<file path="src/rtl/trainer_pkg.sv">
// Shared definitions for the digital logic trainer: gate and mode encodings,
// the quiz state enum, LFSR constants and the score ceiling.
package trainer_pkg;

    typedef enum logic [2:0] {
        OP_AND    = 3'b000,
        OP_OR     = 3'b001,
        OP_NOT_A  = 3'b010,
        OP_NAND   = 3'b011,
        OP_NOR    = 3'b100,
        OP_XOR    = 3'b101,
        OP_XNOR   = 3'b110,
        OP_RSVD   = 3'b111
    } op_e;

    typedef enum logic [1:0] {
        MODE_LIVE  = 2'b00,
        MODE_SWEEP = 2'b01,
        MODE_QUIZ  = 2'b10,
        MODE_ALT   = 2'b11
    } mode_e;

    typedef enum logic {
        Q_PRESENT = 1'b0,
        Q_JUDGE   = 1'b1
    } quiz_state_e;

    // x^8+x^6+x^5+x^4+1 in a left-shifting Fibonacci register: taps on bits 7,5,4,3
    localparam logic [7:0] LFSR_SEED = 8'hA5;
    localparam logic [7:0] LFSR_TAPS = 8'hB8;
    localparam logic [7:0] SCORE_MAX = 8'd255;

    function automatic logic [7:0] lfsr_next(input logic [7:0] s);
        return {s[6:0], ^(s & LFSR_TAPS)};
    endfunction

endpackage

</file>
<file path="src/rtl/digital_trainer_core_if.sv">
// Student-facing signal bundle of the trainer core. The driver side (wrapper or
// bench) uses the master modport, the core uses the slave modport.
interface digital_trainer_core_if #(
    parameter int W = 4
);
    logic         ena;
    logic [W-1:0] a;
    logic [W-1:0] b;
    logic [2:0]   sel;
    logic [1:0]   mode;
    logic         step;
    logic         check;
    logic [W-1:0] ans;
    logic [W-1:0] disp_a;
    logic [W-1:0] disp_b;
    logic [W-1:0] y;
    logic         correct;
    logic         wrong;
    logic [7:0]   score;

    modport master (
        output ena, a, b, sel, mode, step, check, ans,
        input  disp_a, disp_b, y, correct, wrong, score
    );

    modport slave (
        input  ena, a, b, sel, mode, step, check, ans,
        output disp_a, disp_b, y, correct, wrong, score
    );
endinterface

</file>
<file path="src/rtl/trainer_alu.sv">
// Combinational W-bit gate evaluator; reserved select yields zero.
module trainer_alu
    import trainer_pkg::*;
#(
    parameter int W = 4
) (
    input  logic [2:0]   op,
    input  logic [W-1:0] a,
    input  logic [W-1:0] b,
    output logic [W-1:0] res
);

    // Bitwise gate selected by op
    always_comb begin
        res = '0;
        case (op_e'(op))
            OP_AND:   res = a & b;
            OP_OR:    res = a | b;
            OP_NOT_A: res = ~a;
            OP_NAND:  res = ~(a & b);
            OP_NOR:   res = ~(a | b);
            OP_XOR:   res = a ^ b;
            OP_XNOR:  res = ~(a ^ b);
            default:  res = '0;
        endcase
    end

endmodule

</file>
<file path="src/rtl/digital_trainer_core.sv">
// Digital logic trainer core: LIVE, SWEEP and QUIZ gate-exercise modes.
// Optional feature macro: TRAINER_QUIZ_EN builds QUIZ mode (LFSR, judge FSM,
// score and verdict pulses); without it mode 10 acts as LIVE and the quiz
// outputs are tied low.
module digital_trainer_core
    import trainer_pkg::*;
#(
    parameter int W        = 4,
    parameter int STEP_DIV = 1000
) (
    input  logic                  clk,
    input  logic                  rst_n,
    digital_trainer_core_if.slave bus
);

    localparam int            PW     = $clog2(STEP_DIV);
    localparam logic [PW-1:0] PRE_TC = PW'(STEP_DIV - 1);

    mode_e          mode_eff;
    logic           mode_chg;
    logic           step_edge;
    logic [W-1:0]   src_a;
    logic [W-1:0]   src_b;
    logic [W-1:0]   alu_y;
    logic [W-1:0]   quiz_a;
    logic [W-1:0]   quiz_b;

    logic           step_prev_q, step_prev_d;
    logic [1:0]     mode_q, mode_d;
    logic [2*W-1:0] cnt_q, cnt_d;
    logic [PW-1:0]  pre_q, pre_d;
    logic [W-1:0]   y_q, y_d;

    // Effective mode: 11 (and 10 when QUIZ is not built) fall back to LIVE
    always_comb begin
        mode_eff = MODE_LIVE;
        case (bus.mode)
            2'b01:   mode_eff = MODE_SWEEP;
`ifdef TRAINER_QUIZ_EN
            2'b10:   mode_eff = MODE_QUIZ;
`endif
            default: mode_eff = MODE_LIVE;
        endcase
    end

    assign mode_chg  = (mode_eff != mode_e'(mode_q));
    assign step_edge = bus.step & ~step_prev_q;

    // Operand source mux; held at zero while reset is asserted
    always_comb begin
        src_a = bus.a;
        src_b = bus.b;
        case (mode_eff)
            MODE_SWEEP: begin
                src_a = cnt_q[2*W-1:W];
                src_b = cnt_q[W-1:0];
            end
            MODE_QUIZ: begin
                src_a = quiz_a;
                src_b = quiz_b;
            end
            default: begin
                src_a = bus.a;
                src_b = bus.b;
            end
        endcase
    end

    assign bus.disp_a = rst_n ? src_a : '0;
    assign bus.disp_b = rst_n ? src_b : '0;

    trainer_alu #(.W(W)) u_alu_y (
        .op  (bus.sel),
        .a   (bus.disp_a),
        .b   (bus.disp_b),
        .res (alu_y)
    );

    // Shared next-state: button history, mode tracking, sweep counter, result register
    always_comb begin
        step_prev_d = step_prev_q;
        mode_d      = mode_q;
        cnt_d       = cnt_q;
        pre_d       = pre_q;
        y_d         = y_q;
        if (bus.ena) begin
            step_prev_d = bus.step;
            mode_d      = mode_eff;
            y_d         = (mode_eff == MODE_QUIZ) ? '0 : alu_y;
            if (mode_chg) begin
                cnt_d = '0;
                pre_d = '0;
            end else if (mode_eff == MODE_SWEEP) begin
                // A manual step at the terminal count still yields a single increment
                if (step_edge || (pre_q == PRE_TC)) begin
                    cnt_d = cnt_q + (2*W)'(1);
                    pre_d = '0;
                end else begin
                    pre_d = pre_q + PW'(1);
                end
            end
        end
    end

    // Shared state registers; reset takes priority over the enable
    always_ff @(posedge clk) begin
        if (!rst_n) begin
            step_prev_q <= 1'b0;
            mode_q      <= MODE_LIVE;
            cnt_q       <= '0;
            pre_q       <= '0;
            y_q         <= '0;
        end else begin
            step_prev_q <= step_prev_d;
            mode_q      <= mode_d;
            cnt_q       <= cnt_d;
            pre_q       <= pre_d;
            y_q         <= y_d;
        end
    end

    assign bus.y = bus.ena ? y_q : '0;

`ifdef TRAINER_QUIZ_EN
    logic           check_edge;
    logic [W-1:0]   quiz_ref;
    logic           check_prev_q, check_prev_d;
    logic [7:0]     lfsr_q, lfsr_d;
    quiz_state_e    state_q, state_d;
    logic           match_q, match_d;
    logic [7:0]     score_q, score_d;

    assign check_edge = bus.check & ~check_prev_q;
    assign quiz_a     = lfsr_q[2*W-1:W];
    assign quiz_b     = lfsr_q[W-1:0];

    trainer_alu #(.W(W)) u_alu_ref (
        .op  (bus.sel),
        .a   (bus.disp_a),
        .b   (bus.disp_b),
        .res (quiz_ref)
    );

    // Quiz FSM: PRESENT waits for check/skip, JUDGE scores and draws the next question
    always_comb begin
        check_prev_d = check_prev_q;
        lfsr_d       = lfsr_q;
        state_d      = state_q;
        match_d      = match_q;
        score_d      = score_q;
        if (bus.ena) begin
            check_prev_d = bus.check;
            if (mode_chg) begin
                state_d = Q_PRESENT;
                if (mode_eff == MODE_QUIZ) begin
                    score_d = '0;
                end
            end else if (mode_eff == MODE_QUIZ) begin
                case (state_q)
                    Q_PRESENT: begin
                        if (check_edge) begin
                            state_d = Q_JUDGE;
                            match_d = (bus.ans == quiz_ref);
                        end else if (step_edge) begin
                            lfsr_d = lfsr_next(lfsr_q);
                        end
                    end
                    default: begin
                        state_d = Q_PRESENT;
                        lfsr_d  = lfsr_next(lfsr_q);
                        if (match_q && (score_q != SCORE_MAX)) begin
                            score_d = score_q + 8'd1;
                        end
                    end
                endcase
            end
        end
    end

    // Quiz state registers
    always_ff @(posedge clk) begin
        if (!rst_n) begin
            check_prev_q <= 1'b0;
            lfsr_q       <= LFSR_SEED;
            state_q      <= Q_PRESENT;
            match_q      <= 1'b0;
            score_q      <= '0;
        end else begin
            check_prev_q <= check_prev_d;
            lfsr_q       <= lfsr_d;
            state_q      <= state_d;
            match_q      <= match_d;
            score_q      <= score_d;
        end
    end

    assign bus.correct = rst_n && bus.ena && !mode_chg && (state_q == Q_JUDGE) &&  match_q;
    assign bus.wrong   = rst_n && bus.ena && !mode_chg && (state_q == Q_JUDGE) && !match_q;
    assign bus.score   = score_q;
`else
    assign quiz_a      = '0;
    assign quiz_b      = '0;
    assign bus.correct = 1'b0;
    assign bus.wrong   = 1'b0;
    assign bus.score   = '0;
`endif

endmodule

</file>
<file path="src/flat_wrapper.sv">
// flat-port wrapper written by rule: the top's interface ports become plain ports
module digital_trainer_core_flat import trainer_pkg::*;
#(
    parameter int W        = 4,
    parameter int STEP_DIV = 1000
)
  (clk, rst_n, bus_ena, bus_a, bus_b, bus_sel, bus_mode, bus_step, bus_check, bus_ans, bus_disp_a, bus_disp_b, bus_y, bus_correct, bus_wrong, bus_score);
  digital_trainer_core_if #(.W(W)) bus_i ();
  input  logic clk;
  input  logic rst_n;
  input wire logic [$bits(bus_i.ena)-1:0] bus_ena;
  input wire logic [$bits(bus_i.a)-1:0] bus_a;
  input wire logic [$bits(bus_i.b)-1:0] bus_b;
  input wire logic [$bits(bus_i.sel)-1:0] bus_sel;
  input wire logic [$bits(bus_i.mode)-1:0] bus_mode;
  input wire logic [$bits(bus_i.step)-1:0] bus_step;
  input wire logic [$bits(bus_i.check)-1:0] bus_check;
  input wire logic [$bits(bus_i.ans)-1:0] bus_ans;
  output wire logic [$bits(bus_i.disp_a)-1:0] bus_disp_a;
  output wire logic [$bits(bus_i.disp_b)-1:0] bus_disp_b;
  output wire logic [$bits(bus_i.y)-1:0] bus_y;
  output wire logic [$bits(bus_i.correct)-1:0] bus_correct;
  output wire logic [$bits(bus_i.wrong)-1:0] bus_wrong;
  output wire logic [$bits(bus_i.score)-1:0] bus_score;
  assign bus_i.ena = bus_ena;
  assign bus_i.a = bus_a;
  assign bus_i.b = bus_b;
  assign bus_i.sel = bus_sel;
  assign bus_i.mode = bus_mode;
  assign bus_i.step = bus_step;
  assign bus_i.check = bus_check;
  assign bus_i.ans = bus_ans;
  assign bus_disp_a = bus_i.disp_a;
  assign bus_disp_b = bus_i.disp_b;
  assign bus_y = bus_i.y;
  assign bus_correct = bus_i.correct;
  assign bus_wrong = bus_i.wrong;
  assign bus_score = bus_i.score;
  digital_trainer_core #(.W(W), .STEP_DIV(STEP_DIV)) u_core (.clk(clk), .rst_n(rst_n), .bus(bus_i));
endmodule
</file>
<file path="config.mk">
export PLATFORM = sky130hd
export DESIGN_NAME = digital_trainer_core_flat
export DESIGN_NICKNAME = d
export VERILOG_FILES = /design/src/rtl/trainer_pkg.sv /design/src/rtl/digital_trainer_core_if.sv /design/src/rtl/trainer_alu.sv /design/src/rtl/digital_trainer_core.sv /design/src/flat_wrapper.sv
export SDC_FILE = /design/constraint.sdc
export NUM_CORES = 1
export LEC_CHECK = 0
export BUFFER_PORTS_ARGS = -buffer_cell sky130_fd_sc_hd__buf_2
export CAP_MARGIN = 20
export CORE_MARGIN = 2
export CORE_UTILIZATION = 36
export CTS_CLUSTER_SIZE = 12
export DETAILED_ROUTE_END_ITERATION = 16
export PLACE_DENSITY = 0.6
export SYNTH_ARGS = -nofsm -noshare
export SYNTH_HDL_FRONTEND = slang
export SYNTH_HIERARCHICAL = 1
export SYNTH_SLANG_ARGS = --single-unit
</file>
<file path="constraint.sdc">
create_clock -name clk -period 2.71 [get_ports clk]
set_input_delay 0.271 -clock clk [delete_from_list [all_inputs] [get_ports clk]]
set_output_delay 0.271 -clock clk [all_outputs]
set_load 0.05 [all_outputs]
</file>
# --- Word level (Yosys, flattened, before mapping) ---
# Index checks and enable logic that the tools add are counted.
totals:
  regBits: 25
  inputBits: 22
  out_inout_bits: 22
  word_cells: 47
classes:
  addsub: 2
  n_eq_ne: 11
  muxes: 14
  bitwise_logic: 9
  n_reduce_logical: 6
ops:
  columns: ["operator", "n"]
  rows:
  - ["$mux 10", 3]
  - ["$pmux 4 s7", 1]
  - ["$mux 8", 3]
  - ["$mux 4", 4]
  - ["$not 4->4", 4]
  - ["$pmux 4 s2", 2]
  - ["$add 10x1->10 const B", 1]
  - ["$eq 10x10->1 const B", 1]
  - ["$eq 3x3->1 const B", 3]
  - ["$add 8x1->8 const B", 1]
  - ["$eq 3x2->1 const B", 2]
  - ["$and 4x4->4", 1]
  - ["$or 4x4->4", 1]
  - ["$reduce_bool 2->1", 2]
  - ["$xor 4x4->4", 1]
  - ["$eq 3x1->1 const B", 1]
  - ["$logic_not 3->1", 1]
  - ["$reduce_and 3->1", 1]
  - ["$eq 1x2->1 const B", 1]
  - ["$eq 2x1->1 const B", 1]
  - ["$ne 1x2->1", 1]
  - ["$reduce_and 2->1", 1]
  - ["$and 1x1->1", 1]
  - ["$eq 1x1->1 const B", 1]
  - ["3 further kinds", 3]

# --- Depth between registers and ports, before layout ---
depth:
  ltp_word: 9
  mapped_depth: 12
  mapped_depth_nobuf: 11

# --- Hierarchy ---
# The synthesis kept the hierarchy.
modules_own_cells:
  columns: ["module", "n_inst", "cells_each", "area_each_um2", "seq_area_each_um2"]
  rows:
  - ["digital_trainer_core", 1, 179, 1441.4, 480.5]
  - ["trainer_alu", 1, 58, 427.9, 0.0]

# --- Worst setup path after synthesis ---
# Ideal clock, no wire load.
synth_timing:
  kind: "input port to flip-flop"
  from: "in rst_n"
  to: "reg u_core.y_q[3]"
  setup_time_ns: 0.128
  arrival_ns: 2.884
  required_ns: 2.582
  slack_ns: -0.301
  stages: 10
  n_path_buf: 2
  path_cell_list: "clkbuf_1 -> inv_1 -> clkbuf_8 -> a21oi_1 -> inv_1 -> ha_1 -> o32ai_1 -> or4_1 -> mux2i_1 -> nor2_1"
synth_via:
  elab_chain_cells: 5
  elab_cells_between_ends: 11
  cone_classes: "4 x mux; 7 x bitwise"
synth_rtl:
  columns: ["item", "line_no", "text"]
  rows:
  - ["start, declared", "flat_wrapper.sv:10", "input logic rst_n;"]
  - ["$mux 4 (*)", "digital_trainer_core.sv:69", "assign bus.disp_a = rst_n ? src_a : '0;"]
  - ["net bus_disp_a[3]", "flat_wrapper.sv:19", "output wire logic [$bits(bus_i.disp_a)-1:0] bus_disp_a;"]
  - ["$xor 4x4->4 (tied with other cells)", "trainer_alu.sv:22, trainer_alu.sv:23", null]
  - ["$not 4->4 (on tied branches)", "trainer_alu.sv:23, trainer_alu.sv:20, trainer_alu.sv:21", null]
  - ["$pmux 4 s7 (*)", "trainer_alu.sv:16", "case (op_e'(op))"]
  - ["net u_core.alu_y[3]", "digital_trainer_core.sv:24", "logic [W-1:0] alu_y;"]
  - ["$mux 4 (*)", "digital_trainer_core.sv:89", "y_d = (mode_eff == MODE_QUIZ) ? '0 : alu_y;"]
  - ["end signal, assigned", "digital_trainer_core.sv:118", "y_q <= y_d;"]
  - ["end, declared", "digital_trainer_core.sv:32", "logic [W-1:0] y_q, y_d;"]
# The timed path passes the listed nets; every way through them passes the cells marked *.
# A chain may end at the register's enable or synchronous reset.

# --- Final worst setup path ---
layout_timing:
  from: "reg u_core.cnt_q[3]"
  to: "reg u_core.y_q[3]"
layout_via:
  elab_chain_cells: 6
  elab_cells_between_ends: 10
  cone_classes: "4 x mux; 6 x bitwise"
layout_rtl:
  columns: ["item", "line_no", "text"]
  rows:
  - ["start, declared", "digital_trainer_core.sv:30", "logic [2*W-1:0] cnt_q, cnt_d;"]
  - ["start signal, assigned", "digital_trainer_core.sv:116", "cnt_q <= cnt_d;"]
  - ["$pmux 4 s2 (*)", "digital_trainer_core.sv:53", "case (mode_eff)"]
  - ["$mux 4 (*)", "digital_trainer_core.sv:70", "assign bus.disp_b = rst_n ? src_b : '0;"]
  - ["$xor 4x4->4 (tied with other cells)", "trainer_alu.sv:22, trainer_alu.sv:23", null]
  - ["$not 4->4 (on tied branches)", "trainer_alu.sv:23, trainer_alu.sv:20, trainer_alu.sv:21", null]
  - ["$pmux 4 s7 (*)", "trainer_alu.sv:16", null]
  - ["net u_core.alu_y[3]", "digital_trainer_core.sv:24", null]
  - ["$mux 4 (*)", "digital_trainer_core.sv:89", null]
# Marked as above.

==> impl_metrics.json <==
{
  "status": "finished clean",
  "cts_tree": "yes",
  "antenna_found_initial": 0,
  "drt_wl_total_um": 3810,
  "synth_top_cell_area_share_pct": 25.7,
  "fin_worst_skew_ns": 0.00446,
  "start_util_pct": 36.8,
  "viasPerCell": 4.91,
  "maxCapViolCount": 0,
  "synthFlopType": "dfxtp_1",
  "synthMuxAreaShare_pct": 5.49,
  "num_vias": 1606,
  "ctsHoldBuffers": 0,
  "synth_area_leaders": "dfxtp_1 26%, ha_1 7.4%, nand2_1 6.6%",
  "power_density_nw_per_um2": 434,
  "maxSlewHeadroom_pct": 66.5,
  "rsz0062_at_grt": "false",
  "synth_top_area_cell": "dfxtp_1",
  "grt-busiest-layer": "met2",
  "reg2reg_depth": 8,
  "synth_edf_count": 0,
  "cp-startpoint": "u_core/cnt_q[3]$_SDFFE_PN0P_",
  "place_ws_ns": 0.347,
  "fin_ws_ns": 0.630,
  "synthAdderAreaFrac_pct": 7.36,
  "r2r-start": "u_core/cnt_q[3]$_SDFFE_PN0P_",
  "drive_gt1_share_pct": 18.7,
  "dpl_cell_area_um2": 2000,
  "dp_hpwl_um": 2870,
  "die_h_um": 76.1,
  "clock_path_buffers": 2,
  "crit_fanout": 8,
  "yosysSeqAreaShare_pct": 25.7,
  "regArea_um2": 480,
  "core_um2": 5070,
  "grt_util_met2_pct": 21.2,
  "nets": 291,
  "start_kind": "flip-flop",
  "rows": 26,
  "crit_arrival_ns": 2.25,
  "syn_inst": 237,
  "ys_ff_latch": 24,
  "synth_area_um2": 1870,
  "synth_compound_area_share_pct": 17.9,
  "cp.required_ns": 2.88,
  "drtIter0Drc": 50,
  "drc": 0,
  "postCtsSetupRepairBufs": 0,
  "max_freq_ghz": 0.481,
  "grt.met1_usage_pct": 17.6,
  "multi_input_area_um2": 1210,
  "tightest_slew_ns": 0.497,
  "synthTopCellsByCount": "33 x nand2_1, 24 x dfxtp_1, 19 x nor2_1",
  "die_area_um2": 5790,
  "die_w_um": 76.1,
  "finalPower_uw": 896,
  "hold_viol": 0,
  "wl_per_cell_um": 11.6,
  "grt_pass1_vias": 1413,
  "synth-xor-area-share_pct": 3.75,
  "area_growth_pct": 10.6,
  "postSynthAreaPerCell_um2": 7.89,
  "clock-sinks": 24,
  "grt_start_max_net_pins": 22,
  "numCtsBuffers": 3,
  "gp_congestion": 0.783,
  "reg2reg_to": "u_core/y_q[3]$_SDFFE_PN0P_",
  "h-tree-depth": 1,
  "use_met3_pct": 2.25,
  "clkTransAtPathRegs_ns": 0.09,
  "port_buffers": 28,
  "insertion_delay_ns": 0.27,
  "num_antenna_cells": 0,
  "p_leak_uw": 0.000881,
  "drv_slew": 0,
  "period_share_pct": 76.7,
  "r2r_slack_ns": 0.63,
  "grt_util_all_layers_pct": 13.2,
  "drtPass1Iterations": 4,
  "ys.warnings.count": 6,
  "grt_pass1_wl_um": 6440,
  "post_cts_resize_count": 0,
  "setup_violations": 0,
  "endpoint_kind": "flip-flop",
  "critical_path.endpoint": "u_core/y_q[3]$_SDFFE_PN0P_",
  "ys_async_sr_fraction_pct": 0,
  "overflow": 0,
  "synth_top_family_by_area": "simple AND/OR/NAND/NOR gates",
  "pin_count": 44,
  "yosysMostFrequentCell": "nand2_1",
  "synth_cell_types": 52,
  "design_area_um2": 2070,
  "synthSimpleGateAreaFrac_pct": 27.6,
  "finalCriticalPeriod_ns": 2.08,
  "hp-class": "in -> reg",
  "ant_nets": 0,
  "root_buffer": "clkbuf_8",
  "peakVddDrop_mv": 0.174,
  "path_class": "reg -> reg",
  "fillers": 543
}
## worst min path at each step
stage	startpoint	to	slack, ns	cells past startpoint
floorplan	bus_step	u_core/step_prev_q$_SDFFE_PN0P_	0.42	2
global placement	u_core/y_q[3]$_SDFFE_PN0P_	u_core/y_q[3]$_SDFFE_PN0P_	0.47	2
detailed placement	u_core/y_q[0]$_SDFFE_PN0P_	u_core/y_q[0]$_SDFFE_PN0P_	0.47	2
CTS	bus_step	u_core/step_prev_q$_SDFFE_PN0P_	0.24	3
global route	bus_step	u_core/step_prev_q$_SDFFE_PN0P_	0.29	3
finish	bus_step	u_core/step_prev_q$_SDFFE_PN0P_	0.25	3
## worst max-delay path: stages, from the launching register on
cell and delay, ns:
dfxtp_1 0.47, nand2_1 0.08, a21oi_1 0.22, inv_1 0.07
ha_1 0.31, o32ai_1 0.08, or4_1 0.55, mux2i_1 0.16
nor2_1 0.05
## power breakdown
group	internal (µW)	leakage (µW)	total, µW	switching (µW)
clock	198	0.0000357	319	121
sequential	361	0.000194	365	4.45
combinational	66.1	0.000650	213	146
## cell type report
cell class	count	share of cell area, %
clock buffers	3	2.00
well taps	70	4.24
repair buffers	31	7.87
flip-flops and latches	24	23.2
clock inverters	1	1.45
inverters	15	2.72
multi-input cells	183	58.5
## through the flow
step	util [%]	TNS, ns	hold WS (ns)	std cells
after floorplan	-	-0.469	0.418	246
after global placement	39.3	0	0.466	323
after detailed placement	39.3	0	0.472	323
after CTS	40.7	0	0.239	327
after global routing	40.7	0	0.292	327
final	40.7	0	0.246	327
## kinds of logic after synthesis
family	count (synthesis)
xor+xnor	8
buf+inv	39
other cells	1
flops	24
fa+ha+maj	11
mux	9
simple gates	100
compound gates	45
## layer usage
metal / vias to the layer above / wire length [µm]
li1: 840 / -
met1: 729 / 1890
met2: 35 / 1720
met3: 2 / 169
met4: 0 / 29
met5: - / 0
## layout by cell type, fill, tap and decap left out, types with 2 or more instances in the layout
| cell | instances |
|---|---|
| nor3_1 | 3 |
| nand2b_1 | 5 |
| o21ai_0 | 2 |
| dfxtp_1 | 24 |
| nor3b_1 | 3 |
| nand2_1 | 33 |
| nand4_1 | 3 |
| a21oi_2 | 4 |
| nand3_1 | 7 |
| mux2i_1 | 8 |
| a211o_1 | 3 |
| nor2_1 | 19 |
| xor2_1 | 7 |
| clkbuf_8 | 3 |
| nor2b_1 | 5 |
| a211oi_1 | 3 |
| and3_1 | 3 |
| or4_1 | 2 |
| o32ai_1 | 4 |
| ha_1 | 11 |
| o2bb2ai_1 | 6 |
| buf_4 | 3 |
| inv_1 | 14 |
| and2_1 | 6 |
| buf_2 | 28 |
| a32o_1 | 3 |
| a21oi_1 | 12 |
| conb_1 | 10 |
| or2_2 | 3 |
## state kept, by name, indices dropped and copies added (netlist names)
name	count
u_core/pre_q	10
u_core/cnt_q	8
u_core/step_prev_q	1
u_core/y_q	4
u_core/mode_q	1
(Power assumes the default switching activity.)
